### config.mk
export PLATFORM = sky130hd
export DESIGN_NAME = imem_boot_loader
export DESIGN_NICKNAME = d
export VERILOG_FILES = /design/src/rtl/imem_boot_loader.sv
export SDC_FILE = /design/constraint.sdc
export NUM_CORES = 1
export LEC_CHECK = 0
export ABC_AREA = 1
export CORE_MARGIN = 5
export CORE_UTILIZATION = 63
export CTS_BUF_LIST = sky130_fd_sc_hd__clkbuf_2 sky130_fd_sc_hd__clkbuf_4 sky130_fd_sc_hd__clkbuf_8
export CTS_CLUSTER_DIAMETER = 100
export CTS_CLUSTER_SIZE = 12
export DETAILED_ROUTE_END_ITERATION = 10
export GPL_TIMING_DRIVEN = 0
export MAX_ROUTING_LAYER = met4
export PLACE_DENSITY = 0.92
export SYNTH_ARGS = -nofsm -noshare
export SYNTH_HDL_FRONTEND = slang
export SYNTH_SLANG_ARGS = --single-unit
### constraint.sdc
create_clock -name i_clk -period 4.5 [get_ports i_clk]
set_input_delay 0.9 -clock i_clk [delete_from_list [all_inputs] [get_ports i_clk]]
set_output_delay 0.9 -clock i_clk [all_outputs]
set_load 0.1 [all_outputs]
### src/rtl/imem_boot_loader.sv
// ----------------------------------------------------------------------------
// imem_boot_loader
//
// Boot-time program loader in front of the CPU instruction memory. A byte
// stream (valid/ready) carries a 4-byte little-endian word count N followed by
// N little-endian 32-bit words. Each completed word is written to instruction
// memory at LOAD_BASE + 4*k. The CPU is held in reset until the last word has
// been written.
//
// Ports:
//   i_clk          system clock
//   i_reset_n      asynchronous active-low reset
//   i_byte_data    stream byte
//   i_byte_valid   i_byte_data is valid
//   o_byte_ready   loader accepts a byte (transfer on valid && ready)
//   o_imem_we      one-cycle instruction memory write strobe
//   o_imem_addr    byte address of the write
//   o_imem_wdata   assembled instruction word
//   o_cpu_reset_n  active-low CPU reset, released once the load completes
//   o_load_done    program fully written (sticky until reset)
//   o_load_error   header rejected (sticky until reset)
//   o_words_loaded number of words written so far
// ----------------------------------------------------------------------------
module imem_boot_loader #(
  parameter int DATA_WIDTH      = 32,
  parameter int INSTR_MEM_DEPTH = 256,
  parameter int LOAD_BASE       = 0
) (
  input  logic                                i_clk,
  input  logic                                i_reset_n,
  input  logic [7:0]                          i_byte_data,
  input  logic                                i_byte_valid,
  output logic                                o_byte_ready,
  output logic                                o_imem_we,
  output logic [$clog2(INSTR_MEM_DEPTH)-1:0]  o_imem_addr,
  output logic [DATA_WIDTH-1:0]               o_imem_wdata,
  output logic                                o_cpu_reset_n,
  output logic                                o_load_done,
  output logic                                o_load_error,
  output logic [$clog2(INSTR_MEM_DEPTH/4):0]  o_words_loaded
);

  localparam int AW  = $clog2(INSTR_MEM_DEPTH);
  localparam int WCW = $clog2(INSTR_MEM_DEPTH / 4) + 1;
  // Largest word count that still fits between LOAD_BASE and the memory end.
  localparam logic [31:0] MAX_WORDS = 32'((INSTR_MEM_DEPTH - LOAD_BASE) / 4);

  typedef enum logic [1:0] {
    S_HDR,
    S_DATA,
    S_DONE,
    S_ERR
  } state_t;

  state_t           state, state_n;
  logic [1:0]       byte_idx;
  logic [31:0]      hdr;
  logic [23:0]      asm_lo;
  logic [WCW-1:0]   word_cnt;
  logic             accept;
  logic [31:0]      hdr_full;
  logic             last_word;
  logic             ready_n;
  logic             done_n;
  logic             err_n;

  assign accept    = i_byte_valid && o_byte_ready;
  // Header value as it will be once the byte currently on the bus lands in
  // bits 31:24; used to decide the next state on the 4th header byte.
  assign hdr_full  = {i_byte_data, hdr[23:0]};
  assign last_word = (32'(word_cnt) == hdr - 32'd1);

  // State register plus registered outputs.
  // NOTE: every flop here uses <= so all state updates see the pre-edge values
  // of each other; blocking assignments would make results depend on order.
  always_ff @(posedge i_clk or negedge i_reset_n) begin
    if (!i_reset_n) begin
      state         <= S_HDR;
      o_byte_ready  <= 1'b0;
      o_cpu_reset_n <= 1'b0;
      o_load_done   <= 1'b0;
      o_load_error  <= 1'b0;
    end else begin
      state         <= state_n;
      o_byte_ready  <= ready_n;
      o_cpu_reset_n <= done_n;
      o_load_done   <= done_n;
      o_load_error  <= err_n;
    end
  end

  // Next-state logic.
  // NOTE: state_n gets a default before any branch so no path leaves it
  // unassigned, which would otherwise infer a latch.
  always_comb begin
    state_n = state;
    unique case (state)
      S_HDR: begin
        if (accept && byte_idx == 2'd3) begin
          if (hdr_full == 32'd0)           state_n = S_DONE;
          else if (hdr_full > MAX_WORDS)   state_n = S_ERR;
          else                             state_n = S_DATA;
        end
      end
      S_DATA: begin
        if (accept && byte_idx == 2'd3 && last_word) state_n = S_DONE;
      end
      S_DONE:  state_n = S_DONE;
      S_ERR:   state_n = S_ERR;
      default: state_n = S_HDR;
    endcase
  end

  // Output decode. Ready follows the upcoming state so it drops on the same
  // edge that completes the load; done/error follow the current state so they
  // rise one edge after the transition, i.e. after the final write strobe.
  always_comb begin
    ready_n = (state_n == S_HDR) || (state_n == S_DATA);
    done_n  = (state == S_DONE);
    err_n   = (state == S_ERR);
  end

  // Byte assembly, write strobe and word counter.
  always_ff @(posedge i_clk or negedge i_reset_n) begin
    if (!i_reset_n) begin
      byte_idx     <= 2'd0;
      hdr          <= '0;
      asm_lo       <= '0;
      word_cnt     <= '0;
      o_imem_we    <= 1'b0;
      o_imem_addr  <= '0;
      o_imem_wdata <= '0;
    end else begin
      o_imem_we <= 1'b0;
      if (accept) begin
        // Index only advances on a real transfer, so valid gaps lose nothing.
        byte_idx <= byte_idx + 2'd1;
        if (state == S_HDR) begin
          hdr[{byte_idx, 3'b000} +: 8] <= i_byte_data;
          if (byte_idx == 2'd3) word_cnt <= '0;
        end else if (state == S_DATA) begin
          if (byte_idx != 2'd3) begin
            asm_lo[{byte_idx, 3'b000} +: 8] <= i_byte_data;
          end else begin
            o_imem_we    <= 1'b1;
            o_imem_addr  <= AW'(LOAD_BASE) + AW'({word_cnt, 2'b00});
            o_imem_wdata <= DATA_WIDTH'({i_byte_data, asm_lo});
            word_cnt     <= word_cnt + 1'b1;
          end
        end
      end
    end
  end

  assign o_words_loaded = word_cnt;

endmodule

==> results.json <==
{
  "finClkSkew_ns": 0.0194,
  "ys_warn_count": 0,
  "r2r-end": "asm_lo[6]",
  "ys_seq_elements": 109,
  "clock_latency_ns": 0.39,
  "grt_antenna_before_repair": 0,
  "first_pass_iters": 6,
  "tns_ns": 0,
  "grtUsageTotal": 0.329,
  "drive_gt1_frac": 0.0749,
  "vias": 5326,
  "first_iter_violations": 509,
  "synth_area_leaders": "dfrtp_1 (49%), nand2_1 (17%), nor2_1 (5.9%)",
  "die_area_um2": 10800,
  "required_ns": 4.79,
  "timing.fmax_mhz": 315,
  "end_kind": "register",
  "syn_area_per_cell_um2": 7.70,
  "route.detailed.drc": 0,
  "cp.arrival_ns": 3.47,
  "p_leak_nw": 3.17,
  "cts-resized-gates": 0,
  "synth_edf_count": 0,
  "ios": 63,
  "cts.clk_slew.worst_paths_ns": 0.13,
  "grt_pass1_vias": 5320,
  "cap_violations": 0,
  "vias_per_cell": 5.86,
  "grt_start_max_net_pins": 76,
  "period_minus_slack_ns": 3.18,
  "place_hpwl_mm": 12.7,
  "post-synth-top-area-cell": "dfrtp_1",
  "portBuffers": 60,
  "yosys_most_used_dff": "dfrtp_1",
  "setup_viol": 0,
  "synthDistinctLibCells": 29,
  "gp_congestion": 0.959,
  "r2r_slack_ns": 1.32,
  "htreeDepth": 3,
  "cts_tree": "yes",
  "area_delta_synth_final_pct": 17.5,
  "grt_pass1_wl_mm": 27.7,
  "worstPathMaxFanout": 11,
  "tightest_slew_ns": 1.01,
  "cts_buffer_depth": 2,
  "netlist.area_leader.share": 0.490,
  "nNetsFinal": 815,
  "hold_violations": 0,
  "status": "finished clean",
  "wire_per_inst_um": 18.6,
  "die_width_um": 104,
  "clock-sinks": 109,
  "numCtsBuffers": 9,
  "synth_most_common_cell": "nand2_1",
  "post-route-period-util": 0.707,
  "rows": 34,
  "core_um2": 8680,
  "total_power_mw": 1.66,
  "r2r_start": "byte_idx[0]",
  "start_util": 0.642,
  "die_h_um": 104,
  "rr_worst_depth": 8,
  "n_antenna_cell": 0,
  "postRouteAntennaNets": 0,
  "irDropWorstVdd_mv": 0.179,
  "async_flop_share": 1.00,
  "overflow": 0,
  "root_buffer": "clkbuf_8",
  "slew_headroom": 0.325,
  "crit_type": "reg2reg",
  "cts_setup_buffers": 0,
  "slew_viol_final": 0,
  "powerDensity_nw_per_um2": 253,
  "synth_cells": 723,
  "drt-total-wl_mm": 16.9,
  "rsz0062_at_grt": "no",
  "cp-start-kind": "register",
  "hp-class": "in2async",
  "synthTopCellsByCount": "nand2_1 (245), dfrtp_1 (109), nor2_1 (87), inv_1 (68), o21ai_0 (56)",
  "cts_hold_buf": 0,
  "yosysSeqAreaShare": 0.490,
  "syn_area_um2": 5570
}
-- area by class of cell --
class	instances	area (um2)
tap	108	135
timing repair buffer	61	626
fill	622	2130
multi-input combinational	525	2490
sequential	109	2730
buffer	20	91.3
inverter	70	263
clock buffer	9	124
clock inverter	7	86.3
-- critical path, stage by stage (launching register included) --
cell,delay [ns]
dfrtp_1,0.46
clkbuf_1,0.26
inv_1,0.20
buf_1,0.55
ha_1,0.28
inv_1,0.10
nor2_1,0.54
clkinv_1,0.42
o21ai_0,0.27
-- cells by family after synthesis --
kind of cell | after synthesis | share of synthesized area
compound gates | 70 | 0.0658
mux | 18 | 0.0364
xor+xnor | 7 | 0.0110
fa+ha+maj | 8 | 0.0180
buf+inv | 90 | 0.0636
flops | 109 | 0.490
other cells | 1 | 0.000673
simple gates | 420 | 0.315
-- worst max path at each step --
stage                  from          endpoint  cells after the start
2_1_floorplan   byte_idx[0]        asm_lo[18]                      8
6_report        byte_idx[0]         asm_lo[6]                      8
5_1_grt         byte_idx[0]         asm_lo[4]                      8
3_5_place_dp   i_byte_valid         asm_lo[6]                      7
4_1_cts         byte_idx[0]         asm_lo[6]                      8
3_3_place_gp      i_reset_n  o_imem_wdata[17]                      1
-- stage by stage --
step / instance area [um2] / std cells / hold slack [ns] / setup slack (ns) / util
after global routing: 6550 / 909 / 0.477 / 1.19 / 0.754
after global placement: 6310 / 892 / 0.453 / -1.23 / 0.727
final: 6550 / 909 / 0.450 / 1.32 / 0.754
after floorplan: 5570 / 724 / 0.442 / 2.21 / -
after detailed placement: 6330 / 893 / 0.459 / 1.40 / 0.730
after CTS: 6550 / 909 / 0.467 / 1.46 / 0.754
-- state kept, by name, summed over array words and instances, names as in the netlist --
| register | cells |
|---|---|
| asm_lo | 24 |
| state | 2 |
| o_imem_addr | 6 |
| o_byte_ready | 1 |
| o_words_loaded | 7 |
| o_load_done | 1 |
| o_imem_wdata | 32 |
| o_load_error | 1 |
| byte_idx | 2 |
| o_imem_we | 1 |
| hdr | 32 |
-- cells in the final DEF (no fill, tap or decap), types with 3 or more instances in the layout --
| cell type | synthesis | layout |
|---|---|---|
| a21oi_1 | 6 | 6 |
| buf_1 | 3 | 3 |
| buf_4 | 4 | 5 |
| clkbuf_1 | 12 | 12 |
| clkbuf_8 | 0 | 9 |
| clkdlybuf4s50_1 | 0 | 59 |
| dfrtp_1 | 109 | 109 |
| ha_1 | 8 | 8 |
| inv_1 | 68 | 68 |
| mux2_2 | 18 | 18 |
| nand2_1 | 245 | 245 |
| nand2_2 | 5 | 5 |
| nand3_1 | 32 | 32 |
| nand4_1 | 17 | 17 |
| nor2_1 | 87 | 87 |
| nor2_2 | 9 | 9 |
| nor2_4 | 4 | 4 |
| nor3_1 | 18 | 18 |
| o21ai_0 | 56 | 56 |
| xor2_1 | 6 | 6 |
-- where the power goes --
group	switching, mW	total [mW]	leakage [nW]	internal, mW
sequential	0	0.979	1.35	0.979
combinational	0.0389	0.0509	1.72	0.0120
clock	0.402	0.629	0.105	0.227
total	0.441	1.66	3.17	1.22
-- routing by layer --
metal  share of wire  GRT usage  up-vias
li1                -          -     2436
met1            0.41      0.422     2480
met2            0.46      0.522      336
met3           0.092     0.0795       74
met4           0.038      0.103        0
met5               0          -        -
Power figures use the tool's default switching activity.
==> edit 1 (config.mk and constraints unchanged) <==
Change the parameter `DATA_WIDTH` from 32 to 16.
--- a/src/rtl/imem_boot_loader.sv
+++ b/src/rtl/imem_boot_loader.sv
@@ -22,7 +22,7 @@
 //   o_words_loaded number of words written so far
 // ----------------------------------------------------------------------------
 module imem_boot_loader #(
-  parameter int DATA_WIDTH      = 32,
+  parameter int DATA_WIDTH      = 16,
   parameter int INSTR_MEM_DEPTH = 256,
   parameter int LOAD_BASE       = 0
 ) (
Ports: changed (resized o_imem_wdata); port bits go from 63 to 47. The function was not compared with the original's and may differ.
==> edit 1 against the unedited design <==
- sequential cell count fell by 24
- cell area shrank 17%
- synthesized area fell by 17%
- maximum frequency grew 9.8%
- global-route usage down 0.92 points
- non-clock buffer count is 23 lower
- wire length fell by 21%
- hold slack worse by 8.7 ps
- worst setup slack gained 280 ps
Power is not compared: it rests on default switching activity, and its combinational part moved more than twofold at a synthesized area within 25%.
==> edit 1: results (changes against the unedited design) <==
INFO  worst_setup_path critical_path.endpoint=o_words_loaded[0]
INFO  layout         nets=710 [-13%]
INFO  worst_setup_path critical-path-slowest-cell=clkdlybuf4s50_1
INFO  layout         layout.nonclk_buf_frac=0.0964 [-0.0131]
INFO  layout         area_growth_syn_to_layout=17.2%
INFO  drt            routed_wire_length_per_instance=16.8um [-9.6%]
INFO  worst_setup_path reg2reg_slack=1840ps [+520 ps]
INFO  layout         multi_input_gates=473 [-9.9%]
INFO  placed_design  placedInstanceArea=5240um^2 [-17%]
INFO  layout         clock_area_frac=0.0383 [+0.00621]
INFO  outcome        result_of_the_run=completed
INFO  synthesis      fraction_of_the_yosys_area_taken_by_sequential_cells=0.457 [-0.0322]
INFO  drt            detail_route.wirelength=13,400um [-21%]
INFO  timing         clk_skew=8.97ps [-10.5 ps]
INFO  global_routing grt.total_usage=0.320 [-0.00915]
INFO  clock_tree     worst_skew_pair.late_latency=360ps [-30 ps]
INFO  layout         largest_registers=hdr x32, asm_lo x16, o_imem_wdata x16
INFO  global_routing first_global_vias=4,480 [-16%]
INFO  placed_design  dp_cells=779 [-13%]
INFO  layout         nNonClkInverters=64 [-8.6%]
INFO  layout         seq_cells=85 [-22%]
INFO  synthesis      synth.top_cells.by_count=210 x nand2_1, 96 x nor2_1, 85 x dfrtp_1
INFO  global_routing grt_max_degree=63 [-17%]
INFO  layout         n_clock_buffer=10 [+1]
INFO  drt            drt_first_pass_iters=5 [-1]
INFO  worst_setup_path worst_ep_arrival_time=1990ps [-1480 ps]
INFO  worst_setup_path worst_reg2reg_endpoint=hdr[22]
INFO  layout         share_of_post_route_cells_with_drive_strength_above_1=0.0718 [-0.00307]
## edit 1: worst register-to-register path, cell delays in order, from the launching register on
cell and delay [ps]:
dfrtp_1 420, clkbuf_1 330, buf_1 390, inv_1 180, ha_1 390, nand2_1 200, nor2_1 400, nand3_1 160
o21ai_0 110
## edit 1: how the worst min path moves through the flow
stage | from | endpoint | slack (ps) | depth (start not counted)
after floorplan | asm_lo[10] | o_imem_wdata[10] | 450 | 2
after global placement | o_imem_wdata[3] | o_imem_wdata[3] | 450 | 2
after detailed placement | o_imem_wdata[10] | o_imem_wdata[10] | 460 | 2
after CTS | i_reset_n | o_imem_wdata[7] | 440 | 1
after global routing | i_reset_n | o_imem_wdata[7] | 450 | 1
final | i_reset_n | o_imem_wdata[7] | 440 | 1
## edit 1: metal layers
layer,track usage,share of wire
met3,0.0602,0.059
met4,0.133,0.038
met2,0.551,0.50
met5,-,0
met1,0.368,0.40
## edit 1: cells by family (layout without fill, tap and decap cells)
| kind of cell | after synthesis | after routing | synth area share |
|---|---|---|---|
| and+or+nand+nor | 380 | 380 | 0.350 |
| DFF | 85 | 85 | 0.457 |
| buffers and inverters | 77 | 138 | 0.0646 |
| AOI/OAI and AO/OA | 69 | 69 | 0.0756 |
| adders and majority gates | 8 | 8 | 0.0215 |
| xor gates and xnor gates | 7 | 7 | 0.0132 |
| muxes | 7 | 7 | 0.0170 |
| other | 1 | 2 | 0.000807 |
## edit 1: power groups by stage
stage	clock (W)	sequential (W)	combinational, W
finish	0.000576	0.00104	0.00126
global route	0.000602	0.00105	0.00133
CTS	0.000578	0.00103	0.00126
detailed placement	0	0.00105	0.00125
global placement	0	0.00103	0.00122
floorplan	0	0.00159	0.000366
==> edit 2 (config.mk and constraints unchanged) <==
Made on the original files. Encoding of `state_t`: now one-hot (4 bits for 4 states).
--- a/src/rtl/imem_boot_loader.sv
+++ b/src/rtl/imem_boot_loader.sv
@@ -45,11 +45,11 @@
   // Largest word count that still fits between LOAD_BASE and the memory end.
   localparam logic [31:0] MAX_WORDS = 32'((INSTR_MEM_DEPTH - LOAD_BASE) / 4);
 
-  typedef enum logic [1:0] {
-    S_HDR,
-    S_DATA,
-    S_DONE,
-    S_ERR
+  typedef enum logic [3:0] {
+    S_HDR  = 4'b0001,
+    S_DATA = 4'b0010,
+    S_DONE = 4'b0100,
+    S_ERR  = 4'b1000
   } state_t;
 
   state_t           state, state_n;
Behaviour: no difference found for any inputs over 10 cycles, from zero or initial values and one cycle with i_reset_n low; not proved beyond that.
==> edit 2 against the unedited design <==
- core utilization is 1.1 points lower
- wire length decreased by 5.1%
- synthesized area is 5.1% higher
- worst setup slack improved by 220 ps
- die area grew 4.6%
- clock skew decreased by 9.6 ps
- cell area up 3.9%
- sequential cell count grew 2
- critical path type is now register to output pin
Power is not compared: it rests on default switching activity, and its combinational part moved more than twofold at a synthesized area within 25%.
==> edit 2: results (changes against the unedited design) <==
INFO  outcome        result_of_the_run=completed
INFO  pwr            power_leakage=3.42nW
INFO  synthesis      fraction_of_the_yosys_area_taken_by_sequential_cells=0.475 [-0.0149]
INFO  worst_setup_path critical_path.max_stage_delay=1190ps [+640 ps]
INFO  timing         timing_worst_slew_pin_value=998ps [-11.5 ps]
INFO  worst_setup_path cp_top_family=buffers and inverters
INFO  pwr            pwr.group.combinational=0.00238W
INFO  synthesis      synthesized_area_fraction_occupied_by_ao_oa_aoi_and_oai_cells=0.0898 [+0.0240]
INFO  synthesis      post_synth_main_area_contributors=dfrtp_1 47%, nand2_1 13%, o21ai_0 5.9%, nor2_1 5.5%, inv_1 5.3%
INFO  layout         share_of_post_route_cells_with_drive_strength_above_1=0.0859 [+0.0109]
INFO  clock_tree     clock_tree.root_cell=clkbuf_8
INFO  placed_design  detailed_place_hpwl=12,300um [-3.0%]
INFO  synthesis      post_synth_fa_ha_maj_area_fraction=0.0171 [-0.000868]
INFO  global_routing grt.total_usage=0.309 [-0.0203]
INFO  synthesis      synth_mux_area_frac=0.0154 [-0.0210]
INFO  floorplan      number_of_cell_rows=35 [+2.9%]
INFO  drt            detail_route.wirelength=16,100um [-5.1%]
INFO  global_routing first_global_vias=5,416 [+1.8%]
INFO  drt            detailroute.via_count=5,318 [-0.15%]
INFO  layout         nets=841 [+3.2%]
INFO  timing         clk_skew=9.82ps [-9.61 ps]
INFO  placed_design  routability_congestion=0.967 [+0.79%]
INFO  worst_setup_path worst_ep_arrival_time=2060ps [-1410 ps]
INFO  synthesis      number_of_unique_standard_cell_types_used_by_synthesis=39 [+34%]
INFO  hold_path      timing.hold.worst.class=register to register
INFO  synthesis      synth.top_cells.by_count=210 x nand2_1, 110 x dfrtp_1, 85 x nor2_1
INFO  worst_setup_path critical-path-slowest-cell=clkdlybuf4s50_1
INFO  clock_tree     worst_skew_pair.late_latency=380ps
INFO  placed_design  placedInstanceArea=6620um^2 [+4.5%]
INFO  placed_design  port_buffers=60 [unchanged]
INFO  pwr            max-vdd-ir-drop=0.374mV
INFO  synthesis      synthesis_warning_total=0 [unchanged]
INFO  drt            drt_first_pass_iters=5 [-1]
INFO  synthesis      synth_xor_area_frac=0.0120 [+0.000965]
INFO  global_routing grt_max_degree=68 [-11%]
INFO  clock_tree     clockBufferDepth=2 [unchanged]
INFO  worst_setup_path reg2reg_slack=1680ps [+360 ps]
INFO  drt            drt_iter0_drc=457 [-10%]
INFO  pwr            powerClk=0.000556W
INFO  global_routing global_route_wire_length_before_repair=26,900um [-2.9%]
INFO  clock_tree     cts.reportedPaths.clkPinSlew=100ps [-30 ps]
INFO  worst_setup_path worst-path-max-fanout=6 [-5]
edit 2: cell types whose count changed in the layout (fill, tap and decap cells not counted), moves of 4 or more:
cell	delta
o21ai_0	+13
inv_2	+7
nor3_1	+4
mux2_1	+8
mux2_2	-18
nand2_1	-35
buf_2	+4
a21oi_1	+12
nand4_1	+5
nand3_1	-6
inv_1	+14
edit 2: metrics by stage:
| stage | setup slack (ps) | hold WS, ps | std cells | setup TNS, ps | utilization |
|---|---|---|---|---|---|
| 2_1_floorplan | 2100 | 446 | 750 | 0 | - |
| 3_3_place_gp | -1400 | 454 | 921 | -153800 | 0.721 |
| 3_5_place_dp | 1260 | 461 | 922 | 0 | 0.723 |
| 4_1_cts | 1520 | 490 | 938 | 0 | 0.743 |
| 5_1_grt | 1390 | 510 | 938 | 0 | 0.743 |
| 6_report | 1540 | 485 | 938 | 0 | 0.743 |
edit 2: per-layer routing:
layer,global-route usage,vias to the layer above,wire length [um]
met4,0.130,0,626
met1,0.391,2500,6690
met2,0.500,230,7740
met5,-,-,0
li1,-,2526,-
met3,0.0455,62,993
edit 2: final timing paths:
check                                  start           endpoint  cells past startpoint
setup / recovery           o_words_loaded[2]  o_words_loaded[2]                      1
hold / removal              o_imem_wdata[10]   o_imem_wdata[10]                      2
setup reg to reg                 byte_idx[0]         asm_lo[22]                      9
hold reg to reg             o_imem_wdata[10]   o_imem_wdata[10]                      2
max in group asynchronous          i_reset_n   o_imem_wdata[31]                      2
min in group asynchronous          i_reset_n            hdr[26]                      1
edit 2: area by class of cell:
class / count / area [um^2]
buffer: 22 / 123
multi-input combinational: 526 / 2610
timing repair buffer: 61 / 626
clock inverter: 4 / 32.5
fill: 653 / 2350
sequential: 111 / 2780
clock buffer: 12 / 146
inverter: 91 / 342
tap: 111 / 139
